**src/rtl/ddr_pkg.sv**
```systemverilog
// Shared definitions for the DE1 front-end: key FSM state encoding and
// default timing constants for the key conditioner.
package ddr_pkg;

    localparam int CLOCK_HZ                = 50_000_000;
    localparam int DEFAULT_DEBOUNCE_CYCLES = 1_000_000;   // 20 ms at 50 MHz
    localparam int DEFAULT_HOLD_CYCLES     = 50_000_000;  // 1 s at 50 MHz

    typedef enum logic [2:0] {
        KEY_LOCKOUT      = 3'd0,
        KEY_RELEASED     = 3'd1,
        KEY_PRESS_WAIT   = 3'd2,
        KEY_PRESSED      = 3'd3,
        KEY_HELD         = 3'd4,
        KEY_RELEASE_WAIT = 3'd5
    } key_state_t;

endpackage

```
**src/rtl/key_debounce_fsm.sv**
```systemverilog
// One push-button: 2-flop synchronizer, debounce/hold FSM and registered
// press/release/hold pulses. press_event is the unregistered next-state
// press decision so the parent can register strobes in the same cycle.
//
// state        | meaning
// -------------+-----------------------------------------------------------
// LOCKOUT      | after reset; wait for DEBOUNCE_CYCLES consecutive releases
// RELEASED     | key debounced released, idle
// PRESS_WAIT   | counting consecutive low samples toward an accepted press
// PRESSED      | accepted press, hold counter running
// HELD         | hold pulse already fired for this press
// RELEASE_WAIT | counting consecutive high samples toward an accepted release
module key_debounce_fsm
    import ddr_pkg::*;
#(
    parameter int DEBOUNCE_CYCLES = DEFAULT_DEBOUNCE_CYCLES,
    parameter int HOLD_CYCLES     = DEFAULT_HOLD_CYCLES
) (
    input  logic clock,
    input  logic reset,
    input  logic key_n,
    output logic key_pressed,
    output logic press_pulse,
    output logic release_pulse,
    output logic hold_pulse,
    output logic press_event
);

    localparam int DW = $clog2(DEBOUNCE_CYCLES + 1);
    localparam int HW = $clog2(HOLD_CYCLES + 1);
    localparam logic [DW-1:0] DB_LAST = DW'(DEBOUNCE_CYCLES - 1);
    localparam logic [DW-1:0] DB_MAX  = DW'(DEBOUNCE_CYCLES);
    localparam logic [DW-1:0] DB_ONE  = DW'(1);
    localparam logic [HW-1:0] HOLD_LAST = HW'(HOLD_CYCLES - 1);
    localparam logic [HW-1:0] HOLD_MAX  = HW'(HOLD_CYCLES);
    localparam logic [HW-1:0] HOLD_ONE  = HW'(1);

    logic            sync1, sync2;
    logic            s;
    key_state_t      state, state_nx;
    logic [DW-1:0]   db_cnt, db_cnt_nx, db_cnt_inc;
    logic [HW-1:0]   hold_cnt, hold_cnt_nx, hold_cnt_inc;
    logic            held_flag, held_flag_nx;
    logic            release_nx, hold_nx, pressed_nx;

    assign s = sync2;
    // Saturating increments: counters stop at their terminal value, never wrap.
    assign db_cnt_inc   = (db_cnt == DB_MAX) ? db_cnt : db_cnt + DB_ONE;
    assign hold_cnt_inc = (hold_cnt == HOLD_MAX) ? hold_cnt : hold_cnt + HOLD_ONE;

    // Synchronize the raw pin; both stages idle at released (1).
    always_ff @(posedge clock or posedge reset) begin
        if (reset) begin
            sync1 <= 1'b1;
            sync2 <= 1'b1;
        end else begin
            sync1 <= key_n;
            sync2 <= sync1;
        end
    end

    // Next-state, counter and pulse decisions for one key.
    always_comb begin
        state_nx     = state;
        db_cnt_nx    = db_cnt;
        hold_cnt_nx  = hold_cnt;
        held_flag_nx = held_flag;
        press_event  = 1'b0;
        release_nx   = 1'b0;
        hold_nx      = 1'b0;
        case (state)
            KEY_LOCKOUT: begin
                if (!s) begin
                    db_cnt_nx = '0;
                end else if (db_cnt == DB_LAST) begin
                    state_nx  = KEY_RELEASED;
                    db_cnt_nx = '0;
                end else begin
                    db_cnt_nx = db_cnt_inc;
                end
            end
            KEY_RELEASED: begin
                if (!s) begin
                    state_nx  = KEY_PRESS_WAIT;
                    db_cnt_nx = DB_ONE;
                end
            end
            KEY_PRESS_WAIT: begin
                if (s) begin
                    state_nx  = KEY_RELEASED;
                    db_cnt_nx = '0;
                end else if (db_cnt == DB_LAST) begin
                    state_nx     = KEY_PRESSED;
                    db_cnt_nx    = '0;
                    hold_cnt_nx  = '0;
                    held_flag_nx = 1'b0;
                    press_event  = 1'b1;
                end else begin
                    db_cnt_nx = db_cnt_inc;
                end
            end
            KEY_PRESSED: begin
                // The hold count advances even on the cycle a release
                // starts, so each RELEASE_WAIT cycle delays hold by one.
                hold_cnt_nx = hold_cnt_inc;
                if (hold_cnt == HOLD_LAST) begin
                    state_nx     = KEY_HELD;
                    held_flag_nx = 1'b1;
                    hold_nx      = 1'b1;
                end
                if (s) begin
                    state_nx  = KEY_RELEASE_WAIT;
                    db_cnt_nx = DB_ONE;
                end
            end
            KEY_HELD: begin
                if (s) begin
                    state_nx  = KEY_RELEASE_WAIT;
                    db_cnt_nx = DB_ONE;
                end
            end
            KEY_RELEASE_WAIT: begin
                if (!s) begin
                    state_nx  = held_flag ? KEY_HELD : KEY_PRESSED;
                    db_cnt_nx = '0;
                end else if (db_cnt == DB_LAST) begin
                    state_nx  = KEY_RELEASED;
                    db_cnt_nx = '0;
                    release_nx = 1'b1;
                end else begin
                    db_cnt_nx = db_cnt_inc;
                end
            end
            default: begin
                state_nx  = KEY_LOCKOUT;
                db_cnt_nx = '0;
            end
        endcase
    end

    assign pressed_nx = (state_nx == KEY_PRESSED) || (state_nx == KEY_HELD) ||
                        (state_nx == KEY_RELEASE_WAIT);

    // State, counters and registered outputs.
    always_ff @(posedge clock or posedge reset) begin
        if (reset) begin
            state         <= KEY_LOCKOUT;
            db_cnt        <= '0;
            hold_cnt      <= '0;
            held_flag     <= 1'b0;
            key_pressed   <= 1'b0;
            press_pulse   <= 1'b0;
            release_pulse <= 1'b0;
            hold_pulse    <= 1'b0;
        end else begin
            state         <= state_nx;
            db_cnt        <= db_cnt_nx;
            hold_cnt      <= hold_cnt_nx;
            held_flag     <= held_flag_nx;
            key_pressed   <= pressed_nx;
            press_pulse   <= press_event;
            release_pulse <= release_nx;
            hold_pulse    <= hold_nx;
        end
    end

endmodule

```
**src/rtl/key_conditioner.sv**
```systemverilog
// DE1 push-button front end: one debounce FSM per key plus the active-low
// single-cycle start/pause strobes for the game-state controller.
module key_conditioner
    import ddr_pkg::*;
#(
    parameter int NUM_KEYS        = 4,
    parameter int DEBOUNCE_CYCLES = DEFAULT_DEBOUNCE_CYCLES,
    parameter int HOLD_CYCLES     = DEFAULT_HOLD_CYCLES,
    parameter int START_KEY       = 0,
    parameter int PAUSE_KEY       = 1
) (
    input  logic                clock,
    input  logic                reset,
    input  logic [NUM_KEYS-1:0] key_n,
    output logic [NUM_KEYS-1:0] key_pressed,
    output logic [NUM_KEYS-1:0] press_pulse,
    output logic [NUM_KEYS-1:0] release_pulse,
    output logic [NUM_KEYS-1:0] hold_pulse,
    output logic                start_n,
    output logic                pause_n
);

    localparam logic [NUM_KEYS-1:0] START_SEL = NUM_KEYS'(1) << START_KEY;
    localparam logic [NUM_KEYS-1:0] PAUSE_SEL = NUM_KEYS'(1) << PAUSE_KEY;

    logic [NUM_KEYS-1:0] press_event;

    for (genvar k = 0; k < NUM_KEYS; k++) begin : g_key
        key_debounce_fsm #(
            .DEBOUNCE_CYCLES(DEBOUNCE_CYCLES),
            .HOLD_CYCLES    (HOLD_CYCLES)
        ) u_fsm (
            .clock        (clock),
            .reset        (reset),
            .key_n        (key_n[k]),
            .key_pressed  (key_pressed[k]),
            .press_pulse  (press_pulse[k]),
            .release_pulse(release_pulse[k]),
            .hold_pulse   (hold_pulse[k]),
            .press_event  (press_event[k])
        );
    end

    // Strobes share the press decision with press_pulse so they go low
    // in the same cycle rather than one cycle later.
    always_ff @(posedge clock or posedge reset) begin
        if (reset) begin
            start_n <= 1'b1;
            pause_n <= 1'b1;
        end else begin
            start_n <= ~|(press_event & START_SEL);
            pause_n <= ~|(press_event & PAUSE_SEL);
        end
    end

endmodule

```
**config.mk**
```make
export PLATFORM = sky130hd
export DESIGN_NAME = key_conditioner
export DESIGN_NICKNAME = d
export VERILOG_FILES = /design/src/rtl/ddr_pkg.sv /design/src/rtl/key_debounce_fsm.sv /design/src/rtl/key_conditioner.sv
export SDC_FILE = /design/constraint.sdc
export NUM_CORES = 1
export LEC_CHECK = 0
export ABC_AREA = 1
export CAP_MARGIN = 10
export CORE_UTILIZATION = 43
export CTS_CLUSTER_DIAMETER = 60
export DETAILED_ROUTE_END_ITERATION = 12
export DONT_BUFFER_PORTS = 1
export GPL_TIMING_DRIVEN = 0
export RECOVER_POWER = 100
export SLEW_MARGIN = 25
export SYNTH_ARGS = -nofsm -noshare
export SYNTH_HDL_FRONTEND = slang
export SYNTH_HIERARCHICAL = 1
export SYNTH_SLANG_ARGS = --single-unit
```
**constraint.sdc**
```tcl
create_clock -name clock -period 2.3 [get_ports clock]
set_input_delay 0.575 -clock clock [delete_from_list [all_inputs] [get_ports clock]]
set_output_delay 0.575 -clock clock [all_outputs]
set_load 0.1 [all_outputs]
```
## Word-level counts from Yosys, hierarchy flattened

Cells that the tools add are included.

| word-level totals | value |
|---|---|
| flip-flop bits (word level) | 226 |
| logic and storage cells | 292 |
| output and inout port bits | 18 |
| bits of input ports | 6 |

| cells by class | value |
|---|---|
| eq/ne operators | 72 |
| reduce and logical (&&, ||, !) cells | 38 |
| add/sub/neg operators | 8 |
| mux-type cells | 132 |

Operator list:

| operator | count |
|---|---|
| $mux 20 | 24 |
| $pmux 20 s4 | 4 |
| $mux 26 | 12 |
| $eq 26x26->1 const B | 8 |
| $pmux 26 s2 | 4 |
| $eq 20x20->1 const B | 8 |
| $mux 3 | 40 |
| $add 26x1->26 const B | 4 |
| $add 20x1->20 const B | 4 |
| $pmux 3 s6 | 4 |
| $eq 3x3->1 const B | 16 |
| $mux 1 | 40 |
| $eq 3x2->1 const B | 12 |
| $reduce_and 4->1 | 8 |
| $ne 2x1->1 const B | 12 |
| $ne 2x2->1 const B | 12 |
| $reduce_or 2->1 | 8 |
| $eq 3x1->1 const B | 4 |
| $logic_not 3->1 | 4 |
| $logic_or 1x1->1 | 8 |
| $pmux 1 s2 | 4 |
| $reduce_and 2->1 | 4 |
| $reduce_bool 2->1 | 4 |
| $logic_not 1->1 | 2 |

## Depth between registers and ports, before layout

| depth | value |
|---|---|
| depth after elaboration | 7 |
| gate-level depth with buffers | 13 |
| mapped depth without buffers | 13 |

## Cells and area by module

Netlist, hierarchy kept.

By module, submodules not included:

| module | sequential area each (um^2) | times used | cells an instance | area each (um^2) |
|---|---|---|---|---|
| key_debounce_fsm at g_key[0].u_fsm ... | 1403.8 | 3 | 552 | 3683.5 |
| key_debounce_fsm at g_key[3].u_fsm | 1403.8 | 1 | 546 | 3819.9 |
| key_conditioner | 52.6 | 1 | 5 | 63.8 |

## Least setup slack after synthesis

No wires, ideal clock.

| timing | value |
|---|---|
| path kind | reg2reg |
| from | register g_key[0].u_fsm.db_cnt[0] |
| to | register g_key[0].u_fsm.hold_cnt[18] |
| arrival time | 1.515 ns |
| data required time | 2.168 ns |
| clock period less this slack | 1.647 ns |
| path slack | 0.653 ns |
| cell stages (with the launch flop) | 12 |
| path buffers | 1 |
| library setup time | 0.132 ns |
| cell sequence | dfrtp_1 -> ha_1 -> nand2_1 -> nor2_2 -> nand2_2 -> nor2_2 -> nand2_1 -> nand2_1 -> nand3_4 -> buf_6 -> nand2_1 -> o21ai_1 |

| on the way | value |
|---|---|
| longest elaborated chain between the ends | 3 |

RTL lines:

| element | line | RTL |
|---|---|---|
| from (decl) | key_debounce_fsm.sv:41 | `logic [DW-1:0] db_cnt, db_cnt_nx, db_cnt_inc;` |
| from (signal assigned) | key_debounce_fsm.sv:157 | `db_cnt <= db_cnt_nx;` |
| $eq 20x20->1 | key_debounce_fsm.sv:92 | `end else if (db_cnt == DB_LAST) begin` |
| $ne 2x1->1 (no source line) | - |  |
| $reduce_and 4->1 (no source line) | - |  |
| to (signal assigned) | key_debounce_fsm.sv:158 | `hold_cnt <= hold_cnt_nx;` |
| to (decl) | key_debounce_fsm.sv:42 | `logic [HW-1:0] hold_cnt, hold_cnt_nx, hold_cnt_inc;` |

Every way passes these cells.
A chain may end at the register's enable or synchronous reset.

## Worst setup path after layout

| timing | value |
|---|---|
| from | register g_key[3].u_fsm.state[2] |
| to | register g_key[3].u_fsm.db_cnt[6] |

| on the way | value |
|---|---|
| longest elaborated chain between the ends | 4 |
| elaborated cells on any way between the ends | 12 |
| classes of those cells | eq/ne: 7; mux: 1; reduce/logical: 4 |

RTL lines:

| element | line | RTL |
|---|---|---|
| from (decl) | key_debounce_fsm.sv:40 | `key_state_t state, state_nx;` |
| from (signal assigned) | key_debounce_fsm.sv:156 | `state <= state_nx;` |
| $eq 3x2->1 / $eq 3x3->1 (equally long branches) | key_debounce_fsm.sv:71 | `case (state)` |
| $reduce_or 2->1 (no source line) | - |  |
| $ne 2x1->1 (no source line) | - |  |
| $reduce_and 2->1 (no source line) | - |  |
| to (signal assigned) | key_debounce_fsm.sv:157 |  |
| to (decl) | key_debounce_fsm.sv:41 |  |

Parallel ways exist; a longest one is shown, timed or not.

==> flow_summary.json <==
{
  "min_delay_worst_endpoint": "g_key[3].u_fsm/s",
  "ff2ff_setup_slack_ns": 0.20,
  "cts_tree": "yes",
  "synth-seq-area-share_pct": 37.95,
  "drive_above_1_share_pct": 7.977,
  "port_buffers": 0,
  "clkLatencyLatePin_ns": 0.57,
  "die_h_um": 188.4,
  "place_ws_ns": 0.2836,
  "clk_path_buf_depth": 3,
  "area_delta_synth_final_pct": 11.26,
  "grt_first_pass_wirelength_um": 64840,
  "cts_made_buffers": 29,
  "fin_area_um2": 16620,
  "fin_worst_skew_ns": 0.01409,
  "die_x_um": 188.4,
  "p_leak_nw": 7.130,
  "outcome": "finished clean",
  "vias": 13970,
  "p_comb_share_pct": 11.9,
  "pwr-share-seq_pct": 39.9,
  "slew_violations": 0,
  "setup_ws_ns": 0.1960,
  "fin_nets": 2269,
  "worst_slew_pin_slew_ns": 1.152,
  "min_delay_path_depth": 0,
  "r2r-start": "g_key[3].u_fsm/state[2]",
  "ir_drop_mv": 0.5657,
  "setup_viol": 0,
  "clkTransAtPathRegs_ns": 0.06,
  "slew-limit-headroom_pct": 22.79,
  "timing.fmax_mhz": 475.3,
  "min_path_type": "reg -> reg",
  "power.share.clock_pct": 48.2,
  "netlist-cell-type-count": 43,
  "end_kind": "flip-flop",
  "grt_pass1_vias": 13400,
  "worst_hold_startpoint": "g_key[3].u_fsm/sync1",
  "dieArea_um2": 35480,
  "p_int_w": 0.007689,
  "grt_max_degree": 42,
  "wl_per_cell_um": 13.74,
  "async_flop_share_pct": 100.0,
  "wl_met1_um": 17980,
  "p_sw_share_pct": 27.50,
  "powerDensity_nw_per_um2": 638.2,
  "cp_data_required_time_ns": 2.79,
  "route.met2.wl_um": 16810,
  "dr.pass1.iters": 5,
  "antenna_cells": 0,
  "pin_count": 24,
  "grt_antenna_before_repair": 0,
  "drc": 0,
  "post_cts_buffers": 0,
  "met3_wirelength_um": 1662,
  "fill_cells": 3426,
  "power_switching_w": 0.002916,
  "grt-ovfl-total": 0,
  "synth_seq_cells": 226,
  "clockRootBuffer": "clkbuf_16",
  "r2r_cells": 11,
  "num_rows": 67,
  "viasPerCell": 5.140,
  "syn_inst": 2207,
  "initial_core_util_pct": 44.10,
  "min_period_ns": 2.104,
  "crit_fanout": 8,
  "multi_input_area_um2": 7984,
  "h-tree-depth": 1,
  "synth_nets": 2229,
  "gr-usage-all-layers_pct": 21.82,
  "synth.avg_cell_area_um2": 6.767,
  "wl_um": 37320,
  "synth_warnings": 6,
  "critPathKind": "reg -> reg",
  "place_area_um2": 15590,
  "worst_setup_path_start_kind": "flip-flop",
  "place_congestion": 0.9305,
  "finalHoldViolCount": 0,
  "hpwl_um": 28050,
  "layout.area.seq_um2": 5668,
  "dr.first_iter.drc_count": 1019,
  "synth_edf_count": 0,
  "ant_nets": 0,
  "crit_arrival_ns": 2.60,
  "reg2reg_to": "g_key[3].u_fsm/db_cnt[6]",
  "coreArea_um2": 33870,
  "syn-cell-area_um2": 14930,
  "drv_cap": 0,
  "synth_ff_type": "dfrtp_1",
  "finalCritPeriodShare_pct": 91.48,
  "numClockSinks": 226,
  "highest_layer": "met4",
  "rsz0062_at_grt": "false"
}
## cell usage in the layout, fill, tap and decap left out, types with 6 or more instances in the layout
| cell type | synthesis | routed |
|---|---|---|
| xnor2_1 | 13 | 13 |
| nor2_4 | 14 | 12 |
| or2_2 | 20 | 20 |
| nand2_1 | 691 | 702 |
| dfstp_2 | 10 | 9 |
| o21ai_1 | 55 | 31 |
| clkbuf_1 | 11 | 13 |
| o211ai_1 | 10 | 10 |
| buf_6 | 13 | 12 |
| nand3_1 | 210 | 210 |
| nand3_2 | 6 | 6 |
| nand2_2 | 22 | 12 |
| o21ai_0 | 47 | 75 |
| nor3_1 | 88 | 89 |
| a21oi_1 | 21 | 21 |
| ha_1 | 16 | 16 |
| nor2_2 | 13 | 10 |
| inv_1 | 237 | 234 |
| clkbuf_16 | 0 | 29 |
| nand4_1 | 51 | 51 |
| dfrtp_1 | 216 | 216 |
| inv_2 | 23 | 22 |
| xor2_1 | 61 | 61 |
| nor2_1 | 310 | 315 |
| bufinv_16 | 0 | 7 |
## timing repair
action / in CTS / in global routing
gates resized for setup: 0 / 0
hold endpoints to repair: 82 / 0
hold buffers: 5 / 0
## cells in the mapped netlist (all sizes together) (10+ instances only)
cell | n | share of area [%]
o21ai | 109 | 3.8
nor2 | 338 | 9.5
buf | 17 | 1.2
or2 | 20 | 0.84
xor2 | 61 | 3.6
nor3 | 91 | 3.2
o211ai | 10 | 0.50
ha | 16 | 1.3
nand3 | 220 | 7.9
inv | 261 | 6.6
nand2 | 716 | 19
dfrtp | 216 | 36
nand4 | 51 | 2.1
a21oi | 22 | 0.76
clkbuf | 11 | 0.28
xnor2 | 13 | 0.76
dfstp | 10 | 1.8
## area by class of cell
type / count / area share, %
flip-flops and latches: 226 / 34.11
multi-input cells: 1689 / 48.05
repair buffers: 9 / 0.6325
clock inverters: 17 / 1.755
plain buffers: 28 / 1.250
clock buffers: 36 / 4.827
inverters: 264 / 6.002
well taps: 448 / 3.374
## how the worst max path moves through the flow
stage	startpoint	end	slack, ns
2_1_floorplan	reset	g_key[0].u_fsm/db_cnt[0]	0.36
3_3_place_gp	reset	g_key[0].u_fsm/db_cnt[14]	-0.42
3_5_place_dp	g_key[3].u_fsm/hold_cnt[0]	g_key[3].u_fsm/key_pressed	0.28
4_1_cts	g_key[0].u_fsm/release_pulse	release_pulse[0]	0.19
5_1_grt	g_key[1].u_fsm/s	g_key[1].u_fsm/db_cnt[14]	0.02
6_report	g_key[3].u_fsm/state[2]	g_key[3].u_fsm/db_cnt[6]	0.20
## registers in the layout, indices dropped and copies added (netlist names)
signal                     cells
g_key.u_fsm/hold_cnt         104
g_key.u_fsm/sync1              4
g_key.u_fsm/release_pulse      4
g_key.u_fsm/held_flag          4
start_n                        1
g_key.u_fsm/state             12
g_key.u_fsm/press_pulse        4
g_key.u_fsm/key_pressed        4
g_key.u_fsm/db_cnt            80
pause_n                        1
g_key.u_fsm/hold_pulse         4
g_key.u_fsm/s                  4
## power by group through the flow
stage | logic [W] | clock network (W) | registers [W]
after floorplan | 0.000968 | 0 | 0.00427
after global placement | 0.00128 | 0 | 0.00430
after detailed placement | 0.00132 | 0 | 0.00430
after CTS | 0.00133 | 0.00529 | 0.00423
after global routing | 0.00143 | 0.00543 | 0.00424
final | 0.00126 | 0.00511 | 0.00423
## routing by layer
| metal | track usage [%] | up-vias |
|---|---|---|
| met1 | 30.81 | 6469 |
| met5 | 0 | - |
| li1 | - | 7117 |
| met4 | 6.700 | 0 |
| met3 | 2.421 | 65 |
| met2 | 35.06 | 314 |
## worst max-delay path, stage by stage, from the launching register on
cell and delay (ns):
dfrtp_1 0.38, inv_2 0.07, nand2_1 0.29, nor2_4 0.13, nor2_4 0.14, nand2_2 0.07, nand2_4 0.15, clkinvlp_2 0.35
nor2_4 0.23, nand2_1 0.07, nand2_1 0.06, and2_1 0.11
## per-stage QoR
| step | hold slack [ns] | setup TNS, ns | cells | total power (W) | util (%) |
|---|---|---|---|---|---|
| after floorplan | 0.3452 | 0 | 2207 | 0.005241 | - |
| after global placement | 0.3462 | -79.33 | 2655 | 0.005578 | 45.75 |
| after detailed placement | 0.3473 | 0 | 2659 | 0.005613 | 46.04 |
| after CTS | 0.3561 | 0 | 2717 | 0.01085 | 49.42 |
| after global routing | 0.3567 | 0 | 2717 | 0.01109 | 49.06 |
| final | 0.3555 | 0 | 2717 | 0.01060 | 49.06 |
## cell families after synthesis
kind of cell               count (synthesis)  share of synthesized area (%)
AOI/OAI and AO/OA                        152                          5.638
DFF                                      226                          37.95
adders and majority gates                 16                          1.340
and+or+nand+nor                         1447                          42.64
xor gates and xnor gates                  74                          4.340
buffers and inverters                    292                          8.085
Note: power is estimated with default switching activity, not from simulation.
